File: src/rtl/square_click_decoder.sv
// rtl/square_click_decoder.sv - cursor-to-square hit test with press/release click qualification
module square_click_decoder #(
   parameter int unsigned ORIGIN_0        = 10,
   parameter int unsigned ORIGIN_1        = 32,
   parameter int unsigned ORIGIN_2        = 54,
   parameter int unsigned SQ_SIZE         = 20,
   parameter int unsigned BUFFER_SQUARE_X = 76,
   parameter int unsigned BUFFER_SQUARE_Y = 10,
   parameter int unsigned HOLDOFF_CYCLES  = 16
) (
   input  logic       clk,
   input  logic       reset,
   input  logic       enable,
   input  logic [6:0] cursor_x,
   input  logic [6:0] cursor_y,
   input  logic       btn_left,
   output logic [4:0] hover_square,
   output logic       hover_valid,
   output logic       select_valid,
   output logic [4:0] select_square,
   output logic [1:0] state
);

   typedef enum logic [1:0] {
      S_IDLE    = 2'd0,
      S_ARMED   = 2'd1,
      S_CANCEL  = 2'd2,
      S_HOLDOFF = 2'd3
   } state_t;

   localparam logic [4:0]  NO_SQUARE  = 5'd31;
   localparam logic [4:0]  BUF_SQUARE = 5'd9;
   localparam logic [7:0]  SQ8        = 8'(SQ_SIZE);
   localparam logic [7:0]  ORG0       = 8'(ORIGIN_0);
   localparam logic [7:0]  ORG1       = 8'(ORIGIN_1);
   localparam logic [7:0]  ORG2       = 8'(ORIGIN_2);
   localparam logic [7:0]  BUF_X      = 8'(BUFFER_SQUARE_X);
   localparam logic [7:0]  BUF_Y      = 8'(BUFFER_SQUARE_Y);
   localparam logic [15:0] HOLD_LOAD  = 16'(HOLDOFF_CYCLES - 1);

   // Widened to 8 bits so origin + size never wraps at the top of the 7-bit range.
   function automatic logic in_span(input logic [7:0] v, input logic [7:0] org);
      return (v >= org) && (v <= org + SQ8 - 8'd1);
   endfunction

   logic [7:0]  x8, y8;
   logic [2:0]  col_hit, row_hit;
   logic [1:0]  col_idx, row_idx;
   logic [4:0]  hover_d;

   state_t      state_q, state_d;
   logic [4:0]  hover_q, armed_q, armed_d, select_q;
   logic        hover_valid_q, btn_prev, select_valid_q;
   logic [15:0] cnt_q, cnt_d;
   logic        rise, fall, fire;

   assign x8 = {1'b0, cursor_x};
   assign y8 = {1'b0, cursor_y};

   always_comb begin
      col_hit = {in_span(x8, ORG2), in_span(x8, ORG1), in_span(x8, ORG0)};
      row_hit = {in_span(y8, ORG2), in_span(y8, ORG1), in_span(y8, ORG0)};
      col_idx = col_hit[0] ? 2'd0 : (col_hit[1] ? 2'd1 : 2'd2);
      row_idx = row_hit[0] ? 2'd0 : (row_hit[1] ? 2'd1 : 2'd2);
      hover_d = NO_SQUARE;
      if ((|col_hit) && (|row_hit))
         hover_d = ({3'b0, row_idx} << 1) + {3'b0, row_idx} + {3'b0, col_idx};
      else if (in_span(x8, BUF_X) && in_span(y8, BUF_Y))
         hover_d = BUF_SQUARE;
   end

   assign rise = btn_left & ~btn_prev;
   assign fall = ~btn_left & btn_prev;

   always_comb begin
      state_d = state_q;
      armed_d = armed_q;
      cnt_d   = cnt_q;
      fire    = 1'b0;
      case (state_q)
         S_IDLE: begin
            if (rise) begin
               if (hover_valid_q) begin
                  state_d = S_ARMED;
                  armed_d = hover_q;
               end else begin
                  state_d = S_CANCEL;
               end
            end
         end
         S_ARMED: begin
            // Leaving the square wins over a release seen in the same cycle.
            if (hover_q != armed_q) begin
               state_d = S_CANCEL;
            end else if (fall) begin
               fire    = 1'b1;
               cnt_d   = HOLD_LOAD;
               state_d = S_HOLDOFF;
            end
         end
         S_CANCEL: begin
            if (!btn_left)
               state_d = S_IDLE;
         end
         S_HOLDOFF: begin
            if (cnt_q == 16'd0)
               state_d = btn_left ? S_CANCEL : S_IDLE;
            else
               cnt_d = cnt_q - 16'd1;
         end
         default: state_d = S_IDLE;
      endcase
      if (!enable) begin
         state_d = S_IDLE;
         fire    = 1'b0;
      end
   end

   always_ff @(posedge clk) begin
      if (reset) begin
         hover_q        <= NO_SQUARE;
         hover_valid_q  <= 1'b0;
         btn_prev       <= 1'b1;
         state_q        <= S_IDLE;
         armed_q        <= NO_SQUARE;
         cnt_q          <= 16'd0;
         select_valid_q <= 1'b0;
         select_q       <= NO_SQUARE;
      end else begin
         hover_q        <= hover_d;
         hover_valid_q  <= (hover_d != NO_SQUARE);
         btn_prev       <= btn_left;
         state_q        <= state_d;
         armed_q        <= armed_d;
         cnt_q          <= cnt_d;
         select_valid_q <= fire;
         if (fire)
            select_q <= armed_q;
      end
   end

   assign hover_square  = hover_q;
   assign hover_valid   = hover_valid_q;
   assign select_valid  = select_valid_q;
   assign select_square = select_q;
   assign state         = state_q;

endmodule

File: config.mk
export PLATFORM = sky130hd
export DESIGN_NAME = square_click_decoder
export DESIGN_NICKNAME = d
export VERILOG_FILES = /design/src/rtl/square_click_decoder.sv
export SDC_FILE = /design/constraint.sdc
export NUM_CORES = 1
export LEC_CHECK = 0
export BUFFER_PORTS_ARGS = -buffer_cell sky130_fd_sc_hd__buf_2
export CORE_MARGIN = 2
export CORE_UTILIZATION = 50
export CTS_CLUSTER_SIZE = 20
export DETAILED_ROUTE_END_ITERATION = 16
export GPL_ROUTABILITY_DRIVEN = 0
export PLACE_DENSITY = 0.77
export SYNTH_ARGS = -nofsm -noshare
export SYNTH_HDL_FRONTEND = slang
export SYNTH_SLANG_ARGS = --single-unit
File: constraint.sdc
create_clock -name clk -period 4.29 [get_ports clk]
set_input_delay 0.858 -clock clk [delete_from_list [all_inputs] [get_ports clk]]
set_output_delay 0.858 -clock clk [all_outputs]
set_load 0.03 [all_outputs]
Yosys cells after proc, flatten, opt, wreduce, memory -nomap -nowiden
Cells that the tools add are included.
{"block": "classes", "n_reduce_logical": 18, "muxes": 22, "n_eq_ne": 12, "bitwise_logic": 5, "magnitude_cmp": 14, "n_addsub": 3}
{"operator": "two-way mux 16 bit", "n": 3}
{"operator": "one-hot mux 16 bit (2 select lines)", "n": 1}
{"operator": ">= comparator 7 x 6 -> 1 bit, second input constant", "n": 4}
{"operator": "two-way mux 2 bit", "n": 11}
{"operator": "<= comparator 7 bit, second input constant", "n": 3}
{"operator": "zero test 16 bit", "n": 1}
{"operator": "subtractor 16 x 1 -> 16 bit, second input constant", "n": 1}
{"operator": ">= comparator 7 x 4 -> 1 bit, second input constant", "n": 2}
{"operator": "<= comparator 7 x 5 -> 1 bit, second input constant", "n": 2}
{"operator": "<= comparator 7 x 6 -> 1 bit, second input constant", "n": 2}
{"operator": "inequality test 2 bit, second input constant", "n": 6}
{"operator": "two-way mux 5 bit", "n": 2}
{"operator": "logical AND 1 bit", "n": 9}
{"operator": "one-hot mux 2 bit (4 select lines)", "n": 1}
{"operator": "AND reduction 4 bit", "n": 2}
{"operator": ">= comparator 7 bit, second input constant", "n": 1}
{"operator": "OR reduction 3 bit", "n": 2}
{"operator": "adder 4 x 2 -> 5 bit", "n": 1}
{"operator": "inequality test 5 bit", "n": 1}
{"operator": "inequality test 5 bit, second input constant", "n": 1}
{"operator": "adder 3 x 2 -> 4 bit", "n": 1}
{"operator": "equality test 2 bit, second input constant", "n": 2}
{"operator": "two-way mux 1 bit", "n": 4}
{"operator": "inequality test 3 bit, second input constant", "n": 1}
{"operator": "other kinds (7)", "n": 10}
{"block": "totals", "word_cells": 82, "inputBits": 18, "reg_bits": 36}

Longest topological paths before layout
Gate-level depths: netlist of the first run.
{"block": "logic_depth", "word_depth": 8, "depth_mapped": 8}

Worst setup path before layout of the first run
No wires, ideal clock.
{"block": "synth_path", "path_type": "input to register", "from": "input port cursor_x[5]", "to": "register hover_q[3] (netlist: hover_square[3])", "required_time_ns": 4.167, "arrival_ns": 3.005, "slack_ns": 1.162, "cell_stages": 8, "setup_time_ns": 0.123, "cell_sequence": "clkbuf_1 > a21o_1 > a22o_1 > a221o_1 > fa_1 > ha_1 > fa_1 > or2_2"}
{"block": "synth_between", "elab_chain_cells": 6, "elab_cells_between_ends": 15, "classes_between": "add/sub: 1; order compare: 6; mux: 3; reduce/logical: 5"}
{"item": "start: declaration", "line_no": "14", "source": "input logic [6:0] cursor_x,"}
{"item": ">= comparator 7 x 6 -> 1 bit / <= comparator 7 x 6 -> 1 bit (equally long branches)", "line_no": "43", "source": "return (v >= org) && (v <= org + SQ8 - 8'd1);"}
{"item": "logical AND 1 bit", "line_no": "43"}
{"item": "two-way mux 2 bit (2 in series)", "line_no": "63", "source": "col_idx = col_hit[0] ? 2'd0 : (col_hit[1] ? 2'd1 : 2'd2);"}
{"item": "adder 4 x 2 -> 5 bit", "line_no": "67", "source": "hover_d = ({3'b0, row_idx} << 1) + {3'b0, row_idx} + {3'b0, col_idx};"}
{"item": "two-way mux 5 bit (*)", "line_no": "66", "source": "if ((|col_hit) && (|row_hit))"}
{"item": "end signal: assignment", "line_no": "130", "source": "hover_q <= hover_d;"}
{"item": "end: declaration", "line_no": "52", "source": "logic [4:0] hover_q, armed_q, armed_d, select_q;"}
Mark *: on every way between the ends. The rest lies on a longest branch, timed or not.
A chain may end at the register's enable or synchronous reset.

Worst setup path after layout of the first run
{"block": "layout_path", "from": "input port cursor_x[3]", "to": "register hover_q[3] (netlist: hover_square[3])"}
Same word-level chain as after synthesis.

==> results of run 1 <==
[placed cells by master, fill, tap and decap left out, drive strengths merged, types with 8 or more instances in the layout]
cell,n
nor2,15
o21ai,17
buf,29
nor4,9
nand2,27
dfxtp,36
a21oi,16
clkbuf,8
mux2i,8
[worst max-delay path: cells and delay by family]
kind | cells | cell delay [ns]
fa+ha+maj | 3 | 1.08
compound gates | 3 | 0.74
simple gates | 1 | 0.29
buf+inv | 1 | 0.14
[power by group through the flow]
stage / Sequential (µW) / Combinational (µW) / Clock, µW
after CTS: 343 / 70.9 / 252
final: 343 / 70.8 / 245
after global routing: 343 / 79.1 / 264
after detailed placement: 350 / 70.7 / 0
after floorplan: 357 / 38.0 / 0
after global placement: 350 / 68.5 / 0
[area by class of cell]
type                    count  area (µm²)
fillers                   368        1690
well taps                  50        62.6
multi-input cells         179        1220
inverters                   5        18.8
repair buffers             29         145
flip-flops and latches     36         721
clock buffers               8        90.1
[path summary, 6_finish.rpt]
| check | start | to | slack, ns |
|---|---|---|---|
| worst min register to register | cnt_q[9]$_SDFFE_PP0P_ | cnt_q[9]$_SDFFE_PP0P_ | 0.46 |
| worst min-delay path | cnt_q[9]$_SDFFE_PP0P_ | cnt_q[9]$_SDFFE_PP0P_ | 0.46 |
| worst max-delay path | cursor_x[3] | hover_square[3]$_SDFF_PP1_ | 1.35 |
| worst max register to register | state[0]$_SDFFE_PP0P_ | cnt_q[7]$_SDFFE_PP0P_ | 1.68 |
[metal layers]
| layer | wire length (µm) | vias up |
|---|---|---|
| li1 | - | 918 |
| met1 | 2040 | 831 |
| met2 | 1970 | 27 |
| met3 | 123 | 8 |
| met4 | 33 | 0 |
| met5 | 0 | - |
[state kept, by name, summed over array words and instances (netlist names)]
name	count
cnt_q	16
armed_q	5
hover_valid	1
hover_square	5
select_valid	1
state	2
select_square	5
btn_prev	1
[cells by family (layout without fill, tap and decap cells)]
family	Yosys count	in the layout	synth area share, %
compound gates	67	67	23.7
xor+xnor	6	6	2.61
fa+ha+maj	5	5	3.86
buf+inv	15	42	3.61
flops	36	36	35.8
mux	8	8	3.98
simple gates	93	93	26.4
[through the flow]
step / hold slack [ns] / util [%] / area (µm²) / cells
floorplan: 0.438 / - / 2010 / 230
global placement: 0.450 / 54.9 / 2160 / 299
detailed placement: 0.455 / 54.9 / 2160 / 299
CTS: 0.464 / 57.2 / 2250 / 307
global route: 0.498 / 57.2 / 2250 / 307
finish: 0.462 / 57.2 / 2250 / 307
==> impl_metrics.toml, run 1 <==
[critical_path]
crit_path_end_kind = "register"
ff2ff_path_depth = 5
cpMaxStageDelayCell = "fa_1"
cp_common_cell = "fa_1"
slowest_delay_ns = 0.51
crit_arrival_ns = 3.11
start_kind = "input pin"
crit_required_ns = 4.45
path_max_fanout = 7
critPathKind = "in -> reg"
path_cells = "buf_2 -> a21o_1 -> a22o_1 -> a221o_1 -> fa_1 -> ha_1 -> fa_1 -> or2_2"

[yosys]
yosysTopAreaCell = "dfxtp_1"
avgSynthCellArea_um2 = 8.74
synth_flop_cell = "dfxtp_1"
yosys_warnings = 0
synth_commonest_cells = "dfxtp_1 (36), nand2_1 (27), a21oi_1 (16)"
async_flop_share_pct = 0
synth.most_common_cell = "dfxtp_1"
synth.distinct_cells = 52
ys_ff_latch = 36
syn_inst = 230
synth_nets = 253
ys_seq_area_share_pct = 35.8
synth_area_mm2 = 0.00201
synth_top_area_share_pct = 35.8
synth_edf_count = 0
netlist_top_cells_area = "dfxtp_1 (36%), nand2_1 (5.0%), a21oi_1 (4.0%)"

[global_route]
grt_util_met3_pct = 4.50
grt_pass1_wl_um = 6870
antenna_found_initial = 0
top_usage_layer = "met2"
met2_usage_pct = 33.8
grt_start_max_net_pins = 21
grtUsageMet1_pct = 24.9
grt-ovfl-total = 0
grt_use_total_pct = 19.6
grt_pass1_vias = 1571

[cts]
cts_tree = "yes"
post-cts-setup-buffer-count = 0
cts_hold_buf = 0
cts.root.buffer_cell = "clkbuf_8"
numCtsBuffers = 5
clk_pin_slew_ns = 0.07
cts.sinks = 36
htreeDepth = 2
clock_latency_ns = 0.28
cts_buffer_depth = 2
cts.repair.resized = 0

[detailed_routing]
initialDrtViolationCount = 113
dr.pass1.iters = 4
drt_wl_total_um = 4170
num_vias = 1784
routedWlPerCell_um = 13.6
final_antenna_net_count = 0
drc = 0
viasPerCell = 5.81

[placed_design]
dp.final_hpwl_um = 2990
io_buffers = 29
dpl_worst_slack_ns = 1.06

[timing]
fmax_mhz = 340
relSlewSlack_pct = 50.9
worst_pin_slew_ns = 0.737
period_minus_slack_ns = 2.94
hold_viol_final = 0
rsz0062_at_grt = "false"
fin_crit_sh_pct = 68.6
slew_viol_final = 0
fin_tns_setup_ns = 0
fin_worst_skew_ns = 0.00325
fin_ws_ns = 1.35
setup_viol_count_final = 0

[floorplan]
num_rows = 23
dieArea_mm2 = 0.00454
fp.dieW_um = 67.4
coreArea_mm2 = 0.00394
initial_utilization_pct = 51.0
die_h_um = 67.4
io_pins = 32

[final_layout]
area_growth_pct = 12.1
antennaDiodeCount = 0
fin_nets = 279
drive_gt1_share_pct = 19.8

[power_and_ir_drop]
pwr-share-clk_pct = 37.2
finalPower_uw = 659
comb_power_share_pct = 10.7
power_density_mw_per_mm2 = 292
ir_drop_mv = 0.304
p_sw_uw = 163
power.internal_uw = 496
p_seq_share_pct = 52.0
p_leak_uw = 0.000892
switching_share_pct = 24.7

[worst_hold_path]
whs_path_depth = 2
hold_path.class = "reg -> reg"

[job]
cap_violations = 0

[status]
status = "finished clean"
(Power assumes the default switching activity.)
==> run 2: changes to the inputs <==
ABC_AREA = 1   (was default)
PLACE_DENSITY = 0.76   (was 0.77)
clock period = 3 ns   (was 4.29 ns; I/O delays follow)
==> impl_metrics.toml, run 2 <==
[status]
status = "finished clean"

[critical_path]
crit_arrival_ns = 2.62
crit_path_end_kind = "register"
crit_required_ns = 3.18
cp-startpoint = "cursor_y[5]"
start_kind = "input pin"
reg2reg_from = "state[1]$_SDFFE_PP0P_"
path_max_fanout = 3
critPathKind = "in -> reg"

[cts]
cts.repair.resized = 0
cts_hold_buf = 0
htreeDepth = 2
post-cts-setup-buffer-count = 0
clock_latency_ns = 0.30
cts_tree = "yes"
cts_buffer_depth = 2
cts.sinks = 36
clk_pin_slew_ns = 0.08
cts.root.buffer_cell = "clkbuf_8"
numCtsBuffers = 5

[worst_hold_path]
min_from = "armed_q[1]$_SDFFE_PP1P_"
hold_path.class = "reg -> reg"

[yosys]
avgSynthCellArea_um2 = 6.38
syn_inst = 366
synth.most_common_cell = "nand2_1"
synth_commonest_cells = "nand2_1 (93), nor2_1 (64), inv_1 (49)"
yosys_warnings = 0
synth_area_mm2 = 0.00234
netlist_top_cells_area = "dfxtp_1 (31%), nand2_1 (15%), nor2_1 (10%)"
synth_top_area_share_pct = 30.9
yosysTopAreaCell = "dfxtp_1"
ys_ff_latch = 36
async_flop_share_pct = 0
synth_edf_count = 0
synth_nets = 389
synth.distinct_cells = 27
synth_flop_cell = "dfxtp_1"
ys_seq_area_share_pct = 30.9

[floorplan]
die_h_um = 72.4
num_rows = 24
initial_utilization_pct = 52.9
coreArea_mm2 = 0.00441
fp.dieW_um = 72.4
io_pins = 32
dieArea_mm2 = 0.00523

[final_layout]
largest_reg_flops = 16
regMostFlops = "cnt_q"
final_cell_area_mm2 = 0.00255
fin_nets = 418
final_common_cell = "nand2_1"
area_growth_pct = 9.21
antennaDiodeCount = 0
mostFrequentLayoutCells = "nand2_1 (93), nor2_1 (64), inv_1 (49), nand3_1 (38), dfxtp_1 (36)"
drive_gt1_share_pct = 17.4
fillerInstances = 450

[global_route]
grt_pass1_vias = 2202
grt_start_max_net_pins = 28
grt-ovfl-total = 0
antenna_found_initial = 0
grt_use_total_pct = 21.3
grt_pass1_wl_um = 8980

[detailed_routing]
final_antenna_net_count = 0
dr.pass1.iters = 4
initialDrtViolationCount = 76
wl_met1_um = 2250
wl_met3_um = 213
drc = 0
routedWlPerCell_um = 11.1
routed.top_layer = "met4"
met2WireLength_um = 2440
drt_wl_total_um = 4960
num_vias = 2308
viasPerCell = 5.15

[timing]
relSlewSlack_pct = 57.6
fmax_mhz = 409
fin_crit_sh_pct = 81.5
rsz0062_at_grt = "false"
period_minus_slack_ns = 2.44
setup_viol_count_final = 0
fin_worst_skew_ns = 0.0103
slew_viol_final = 0
hold_viol_final = 0
fin_tns_setup_ns = 0
worst_pin_slew_ns = 0.635

[job]
cap_violations = 0

[placed_design]
placedInstanceArea_mm2 = 0.00246
io_buffers = 29
dp.final_hpwl_um = 3700

[power_and_ir_drop]
p_leak_uw = 0.00132
power_density_mw_per_mm2 = 402
ir_drop_mv = 0.411
finalPower_uw = 1030
[run 2: cell count changes in the layout (fill, tap and decap cells not counted), sizes merged, moves of 8 or more]
cell | before | now
nand2 | 27 | 106
inv | 5 | 50
nor2 | 15 | 69
mux2i | 8 | 0
nand3 | 4 | 38
nor4 | 9 | 0
[run 2: cell families (layout without fill, tap and decap cells)]
family | after synthesis | count (layout) | share of synthesized area [%]
AND/OR/NAND/NOR | 221 | 221 | 42.0
buffers and inverters | 57 | 87 | 11.6
adder cells (fa/ha/maj) | 5 | 5 | 3.32
XOR/XNOR | 4 | 4 | 1.50
AO/OA/AOI/OAI | 43 | 43 | 10.7
flip-flops | 36 | 36 | 30.9
[run 2: power by group]
group	leakage, µW	switching (µW)	internal, µW
registers	0.000292	12.4	491
clock network	0.0000479	183	162
logic	0.000985	119	58.8
[run 2: cell type report]
cell class	instances	area [µm²]	area share (%)
Clock buffer	5	68.8	2.70
Sequential cell	36	721	28.2
Clock inverter	3	18.8	0.736
Inverter	50	188	7.36
Tap cell	52	65.1	2.55
Timing Repair Buffer	29	145	5.69
Multi-Input combinational cell	273	1350	52.7
[run 2: per-layer routing]
layer	up-vias	track usage [%]
met5	-	0
met1	1062	25.4
met3	8	3.33
met2	38	38.7
met4	0	6.92
li1	1200	-
[run 2: worst paths after layout]
check	to	slack, ns	cells past startpoint
max	hover_square[2]$_SDFF_PP1_	0.56	11
min	select_square[1]$_SDFFE_PP1P_	0.48	2
max reg2reg	cnt_q[0]$_SDFFE_PP0P_	1.09	7
min reg2reg	select_square[1]$_SDFFE_PP1P_	0.48	2
[run 2: critical path, stage by stage]
cell     delay, ns
buf_2         0.11
or2_2         0.30
nor2_1        0.14
nand2_1       0.06
nand2_1       0.06
inv_1         0.08
fa_1          0.46
ha_1          0.22
fa_1          0.42
nand3_1       0.09
nand3_1       0.07
[run 2: stage by stage]
step | setup WS [ns] | std cells | util [%] | hold slack [ns]
3_3_place_gp | 0.278 | 440 | 55.8 | 0.440
4_1_cts | 0.532 | 448 | 57.8 | 0.477
2_1_floorplan | 0.443 | 366 | - | 0.428
3_5_place_dp | 0.225 | 440 | 55.8 | 0.453
6_report | 0.556 | 448 | 57.8 | 0.478
5_1_grt | 0.438 | 448 | 57.8 | 0.523
